==> src/rtl/column_feeder_if.sv <==
// Column stream handshake between a producer and the column feeder.
// Ports: s_valid/s_data from master, s_ready from slave.
interface column_feeder_if #(
  parameter int BUF_HEIGHT = 8
);
  logic                  s_valid;
  logic                  s_ready;
  logic [BUF_HEIGHT-1:0] s_data;

  modport master (
    output s_valid,
    output s_data,
    input  s_ready
  );

  modport slave (
    input  s_valid,
    input  s_data,
    output s_ready
  );
endinterface

==> src/rtl/column_feeder.sv <==
// Stages pixel columns in a FIFO and feeds the column shift buffer.
// Ports: clk, rst, start, img_width, num_strips, s_if (column stream),
//   stall, pixel_out, shift_enable, strip_end, done, busy.
module column_feeder #(
  parameter int BUF_HEIGHT = 8,
  parameter int BUF_WIDTH  = 34,
  parameter int FIFO_DEPTH = 4,
  parameter int STRIP_W    = 8,
  localparam int WW        = $clog2(BUF_WIDTH)
) (
  input  logic                  clk,
  input  logic                  rst,
  input  logic                  start,
  input  logic [WW-1:0]         img_width,
  input  logic [STRIP_W-1:0]    num_strips,
  column_feeder_if.slave        s_if,
  input  logic                  stall,
  output logic [BUF_HEIGHT-1:0] pixel_out,
  output logic                  shift_enable,
  output logic                  strip_end,
  output logic                  done,
  output logic                  busy
);
  localparam int CW = WW + STRIP_W;
  localparam int AW = $clog2(FIFO_DEPTH);

  typedef enum logic [1:0] {
    IDLE,
    RUN,
    DONE
  } state_t;

  state_t state_q, state_d;

  logic [WW-1:0]         w_q;
  logic [STRIP_W-1:0]    ns_q;
  logic [CW-1:0]         in_cnt_q;
  logic [WW-1:0]         col_cnt_q;
  logic [STRIP_W-1:0]    strip_cnt_q;
  logic [BUF_HEIGHT-1:0] mem_q [FIFO_DEPTH];
  logic [AW:0]           wr_q, rd_q;

  logic          run, go, cfg_ok;
  logic          full, empty;
  logic          push, pop;
  logic          last_col, last;
  logic [CW-1:0] total;
  logic          ready;

  assign run    = (state_q == RUN);
  assign go     = start && !run;
  assign cfg_ok = (img_width != '0) && (num_strips != '0);
  assign total  = CW'(w_q) * CW'(ns_q);

  // Wrap bit distinguishes full from empty when indices match.
  assign empty = (wr_q == rd_q);
  assign full  = (wr_q[AW] != rd_q[AW]) &&
                 (wr_q[AW-1:0] == rd_q[AW-1:0]);

  assign last_col = (col_cnt_q == w_q - WW'(1));
  assign last     = last_col &&
                    (strip_cnt_q == ns_q - STRIP_W'(1));

  assign push = s_if.s_valid && ready;
  assign pop  = shift_enable;

  assign s_if.s_ready = ready;

  always_ff @(posedge clk) begin
    if (rst) begin
      state_q <= IDLE;
    end else begin
      state_q <= state_d;
    end
  end

  always_comb begin
    state_d = state_q;
    unique case (state_q)
      IDLE, DONE: begin
        if (start) begin
          state_d = cfg_ok ? RUN : DONE;
        end
      end
      RUN: begin
        if (pop && last) begin
          state_d = DONE;
        end
      end
      default: state_d = IDLE;
    endcase
  end

  always_comb begin
    ready        = run && !full && (in_cnt_q < total);
    shift_enable = run && !empty && !stall;
    pixel_out    = '0;
    if (shift_enable) begin
      pixel_out = mem_q[rd_q[AW-1:0]];
    end
    strip_end = shift_enable && last_col;
    done      = (state_q == DONE);
    busy      = run;
  end

  always_ff @(posedge clk) begin
    if (rst) begin
      w_q         <= '0;
      ns_q        <= '0;
      in_cnt_q    <= '0;
      col_cnt_q   <= '0;
      strip_cnt_q <= '0;
      wr_q        <= '0;
      rd_q        <= '0;
      for (int i = 0; i < FIFO_DEPTH; i++) begin
        mem_q[i] <= '0;
      end
    end else if (go) begin
      w_q         <= img_width;
      ns_q        <= num_strips;
      in_cnt_q    <= '0;
      col_cnt_q   <= '0;
      strip_cnt_q <= '0;
      wr_q        <= '0;
      rd_q        <= '0;
    end else begin
      if (push) begin
        mem_q[wr_q[AW-1:0]] <= s_if.s_data;
        wr_q     <= wr_q + (AW+1)'(1);
        in_cnt_q <= in_cnt_q + CW'(1);
      end
      if (pop) begin
        rd_q <= rd_q + (AW+1)'(1);
        if (last_col) begin
          col_cnt_q   <= '0;
          strip_cnt_q <= strip_cnt_q + STRIP_W'(1);
        end else begin
          col_cnt_q <= col_cnt_q + WW'(1);
        end
      end
    end
  end
endmodule

==> src/flat_wrapper.sv <==
// flat-port wrapper written by rule: the top's interface ports become plain ports
module column_feeder_flat 
#(
  parameter int BUF_HEIGHT = 8,
  parameter int BUF_WIDTH  = 34,
  parameter int FIFO_DEPTH = 4,
  parameter int STRIP_W    = 8,
  localparam int WW        = $clog2(BUF_WIDTH)
)
  (clk, rst, start, img_width, num_strips, stall, pixel_out, shift_enable, strip_end, done, busy, s_if_s_valid, s_if_s_data, s_if_s_ready);
  column_feeder_if #(.BUF_HEIGHT(BUF_HEIGHT)) s_if_i ();
  input  logic clk;
  input  logic rst;
  input  logic start;
  input  logic [WW-1:0] img_width;
  input  logic [STRIP_W-1:0] num_strips;
  input  logic stall;
  output logic [BUF_HEIGHT-1:0] pixel_out;
  output logic shift_enable;
  output logic strip_end;
  output logic done;
  output logic busy;
  input wire logic [$bits(s_if_i.s_valid)-1:0] s_if_s_valid;
  input wire logic [$bits(s_if_i.s_data)-1:0] s_if_s_data;
  output wire logic [$bits(s_if_i.s_ready)-1:0] s_if_s_ready;
  assign s_if_i.s_valid = s_if_s_valid;
  assign s_if_i.s_data = s_if_s_data;
  assign s_if_s_ready = s_if_i.s_ready;
  column_feeder #(.BUF_HEIGHT(BUF_HEIGHT), .BUF_WIDTH(BUF_WIDTH), .FIFO_DEPTH(FIFO_DEPTH), .STRIP_W(STRIP_W)) u_core (.clk(clk), .rst(rst), .start(start), .img_width(img_width), .num_strips(num_strips), .s_if(s_if_i), .stall(stall), .pixel_out(pixel_out), .shift_enable(shift_enable), .strip_end(strip_end), .done(done), .busy(busy));
endmodule
==> config.mk <==
export PLATFORM = sky130hd
export DESIGN_NAME = column_feeder_flat
export DESIGN_NICKNAME = d
export VERILOG_FILES = /design/src/rtl/column_feeder_if.sv /design/src/rtl/column_feeder.sv /design/src/flat_wrapper.sv
export SDC_FILE = /design/constraint.sdc
export NUM_CORES = 1
export LEC_CHECK = 0
export BUFFER_PORTS_ARGS = -buffer_cell sky130_fd_sc_hd__buf_4
export CORE_MARGIN = 2
export CORE_UTILIZATION = 52
export DETAILED_ROUTE_END_ITERATION = 8
export PLACE_DENSITY = 0.68
export SKIP_CTS_REPAIR_TIMING = 1
export SLEW_MARGIN = 10
export SYNTH_ARGS = -nofsm -noshare
export SYNTH_HDL_FRONTEND = slang
export SYNTH_SLANG_ARGS = --single-unit
==> constraint.sdc <==
create_clock -name clk -period 9.15 [get_ports clk]
set_input_delay 0.4575 -clock clk [delete_from_list [all_inputs] [get_ports clk]]
set_output_delay 0.4575 -clock clk [all_outputs]
set_load 0.05 [all_outputs]
==> results.py <==
metrics = {
    "final_layout": {
        "layout_commonest_cell": "nand2_1",
        "finalNonFillerCells": 835,
        "multiInputGateArea_mm2": 0.00380,
        "nFillCells": 969,
        "fin_nets": 781,
        "n_antenna_cell": 0,
        "regArea_mm2": 0.00200,
        "most-common-layout-cells": "74 x nand2_1, 64 x nor2_1, 52 x dfxtp_1, 45 x inv_1, 45 x and2_1",
        "area_delta_synth_final_pct": 10.1,
        "drive_gt1_frac": 0.113,
    },
    "route": {
        "drt_iter0_markers": 318,
        "met2WireLength_mm": 7.07,
        "wl_mm": 14.3,
        "drc": 0,
        "route.met3.wl_um": 739,
        "top_layer": "met4",
        "firstDrtPassIters": 5,
        "postRouteAntennaNets": 0,
        "viasPerCell": 5.90,
        "wl_met1_mm": 6.18,
        "num_vias": 4930,
        "wire_per_inst_um": 17.1,
    },
    "power": {
        "peakVddDrop_mv": 0.0997,
        "p_per_area_mw_per_mm2": 132,
        "p_sw_w": 0.000259,
        "seq_power_share": 0.464,
        "switching_share": 0.291,
        "p_clk_frac": 0.379,
        "p_int_w": 0.000633,
        "power_leakage_nw": 2.82,
        "pwr-share-comb": 0.156,
    },
    "sta": {
        "fmax_mhz": 156,
        "setup_ws_ns": 2.72,
        "fin_skew_ns": 0.00778,
        "period_share": 0.703,
        "hold_viol": 0,
        "finalSetupViolations": 0,
        "worst_pin_slew_ns": 1.19,
        "max_slew_margin": 0.202,
        "maxSlewViolCount": 0,
        "rsz0062_at_grt": "false",
        "finalCriticalPeriod_ns": 6.43,
        "tns_ns": 0,
    },
    "yosys": {
        "synth_top_cells_by_area": "dfxtp_1 17%, edfxtp_1 16%, ha_1 8.6%, fa_1 8.2%, and2_1 4.6%",
        "ys_ff_latch": 84,
        "ys_async_sr_fraction": 0,
        "synth-edff-count": 32,
        "synth_top_area_frac": 0.170,
        "ys_types": 61,
        "ys_seq_area_frac": 0.327,
        "synth-main-ff-cell": "dfxtp_1",
        "yosysWarnings": 0,
        "synth_cells": 672,
        "synth_nets": 766,
        "syn_area_mm2": 0.00612,
        "synth_top_area_cell": "dfxtp_1",
        "syn_avg_cell_area_um2": 9.11,
    },
    "run": {
        "max_cap_violations": 0,
    },
    "placed_design": {
        "dp_cells": 819,
        "portBuffers": 39,
        "place.gp.congestion": 0.885,
        "place_hpwl_mm": 10.7,
        "pre_cts_ws_ns": 2.46,
    },
    "critical_path": {
        "crit_type": "flop to output port",
        "worst_setup_path_start_kind": "flop",
        "cp_data_required_time_ns": 8.69,
        "cp-startpoint": "u_core.w_q[3]",
        "arrival_ns": 5.97,
        "critPathMaxFanout": 15,
        "endpoint_kind": "output port",
        "rr_startpoint": "u_core.w_q[3]",
    },
    "worst_hold_path": {
        "hold_class": "primary input to flop",
        "worstHoldStart": "num_strips[2]",
    },
    "global_route": {
        "grt_use_total": 0.237,
        "grt_antenna_before_repair": 0,
        "grt_overflow_total": 0,
        "grt_pass1_wl_mm": 23.8,
        "grt_pass1_vias": 4870,
        "grt_max_degree": 31,
    },
    "clock_tree": {
        "ctsHtreeMaxLevel": 3,
        "clockBufferDepth": 2,
        "clockRootBuffer": "clkbuf_16",
        "cts_buffers": 9,
        "clock-sinks": 84,
        "cts_tree": "done",
        "clk_pin_slew_ns": 0.06,
        "clkLatencyLatePin_ns": 0.34,
    },
    "floorplan": {
        "core.rowCount": 39,
        "dieArea_mm2": 0.0127,
        "io_pins": 40,
        "coreArea_mm2": 0.0115,
        "die_h_um": 113,
        "die-width_um": 113,
        "initial_core_util": 0.534,
    },
    "outcome": {
        "outcome": "finished clean",
    },
}
power groups by stage:
stage	logic (W)	clock network [W]	registers, W
after floorplan	0.000110	0	0.000411
after global placement	0.000134	0	0.000421
after detailed placement	0.000138	0	0.000422
after CTS	0.000140	0.000344	0.000414
after global routing	0.000156	0.000357	0.000416
final	0.000139	0.000339	0.000414
per-layer routing:
layer	GRT usage	vias to the layer above
met5	0	-
met4	0.0854	0
met3	0.0427	22
met2	0.407	133
met1	0.301	2383
li1	-	2392
cells in the mapped netlist, types with 4 or more instances:
cell type	count
nand3_1	18
o41ai_1	4
nor3_1	16
ha_1	42
xor2_1	18
nand4_1	12
mux4_2	8
and2_1	45
inv_1	45
o31ai_1	4
buf_2	9
clkbuf_1	24
mux2i_1	9
a21oi_1	29
nand2_1	74
edfxtp_1	32
nor2b_1	5
fa_1	25
a41o_1	6
nor4_1	15
or3_1	4
and4_1	4
dfxtp_1	52
o31a_1	5
nor2_1	64
xnor2_1	15
a31oi_1	8
nand2b_1	15
o21ai_0	17
cells by family (layout without fill, tap and decap cells):
logic type / after synthesis / in the layout / synth area share
and+or+nand+nor: 286 / 286 / 0.240
AOI/OAI and AO/OA: 101 / 101 / 0.116
DFF: 84 / 84 / 0.327
buffers and inverters: 83 / 103 / 0.0552
adders and majority gates: 67 / 67 / 0.168
xor gates and xnor gates: 34 / 34 / 0.0499
muxes: 17 / 17 / 0.0441
per-stage QoR:
stage | total power [W] | hold WS (ns) | utilization | cell area (um^2)
finish | 0.000892 | 0.368 | 0.588 | 6740
global route | 0.000928 | 0.368 | 0.588 | 6740
CTS | 0.000898 | 0.364 | 0.588 | 6740
detailed placement | 0.000560 | 0.503 | 0.564 | 6460
global placement | 0.000555 | 0.485 | 0.564 | 6460
floorplan | 0.000522 | 0.450 | - | 6120
worst max-delay path: stages, from the launching register on:
cell	delay, ns
dfxtp_1	0.65
and2_1	0.22
fa_1	0.45
fa_1	0.54
inv_1	0.05
fa_1	0.52
inv_1	0.04
ha_1	0.23
a211oi_1	0.34
o21ai_0	0.19
a2111oi_0	0.43
a311oi_1	0.11
ha_1	0.33
nand4_1	0.09
nor3_1	0.55
o31ai_4	0.31
and2_1	0.34
buf_4	0.23
state kept, by name, summed over array words and instances, names as in the netlist, named ones only:
signal              flops
u_core.wr_q             3
u_core.col_cnt_q        6
u_core.strip_cnt_q      8
u_core.mem_q           32
u_core.rd_q             3
u_core.in_cnt_q        14
u_core.ns_q             8
u_core.w_q              6
u_core.state_q          2
area by class of cell:
cell class | count | area share
Multi-Input combinational cell | 505 | 0.564
Inverter | 45 | 0.0251
Timing Repair Buffer | 42 | 0.0468
Sequential cell | 84 | 0.297
Tap cell | 143 | 0.0265
Clock buffer | 9 | 0.0334
Clock inverter | 7 | 0.00761
worst paths after layout:
kind                               to  slack, ns  cells after the start
setup / recovery         s_if_s_ready       2.72                     17
hold / removal         u_core.ns_q[2]       0.37                      3
setup reg to reg   u_core.mem_q[3][0]       2.80                     16
hold reg to reg   u_core.in_cnt_q[13]       0.50                      2
Note: power is estimated with default switching activity, not from simulation.
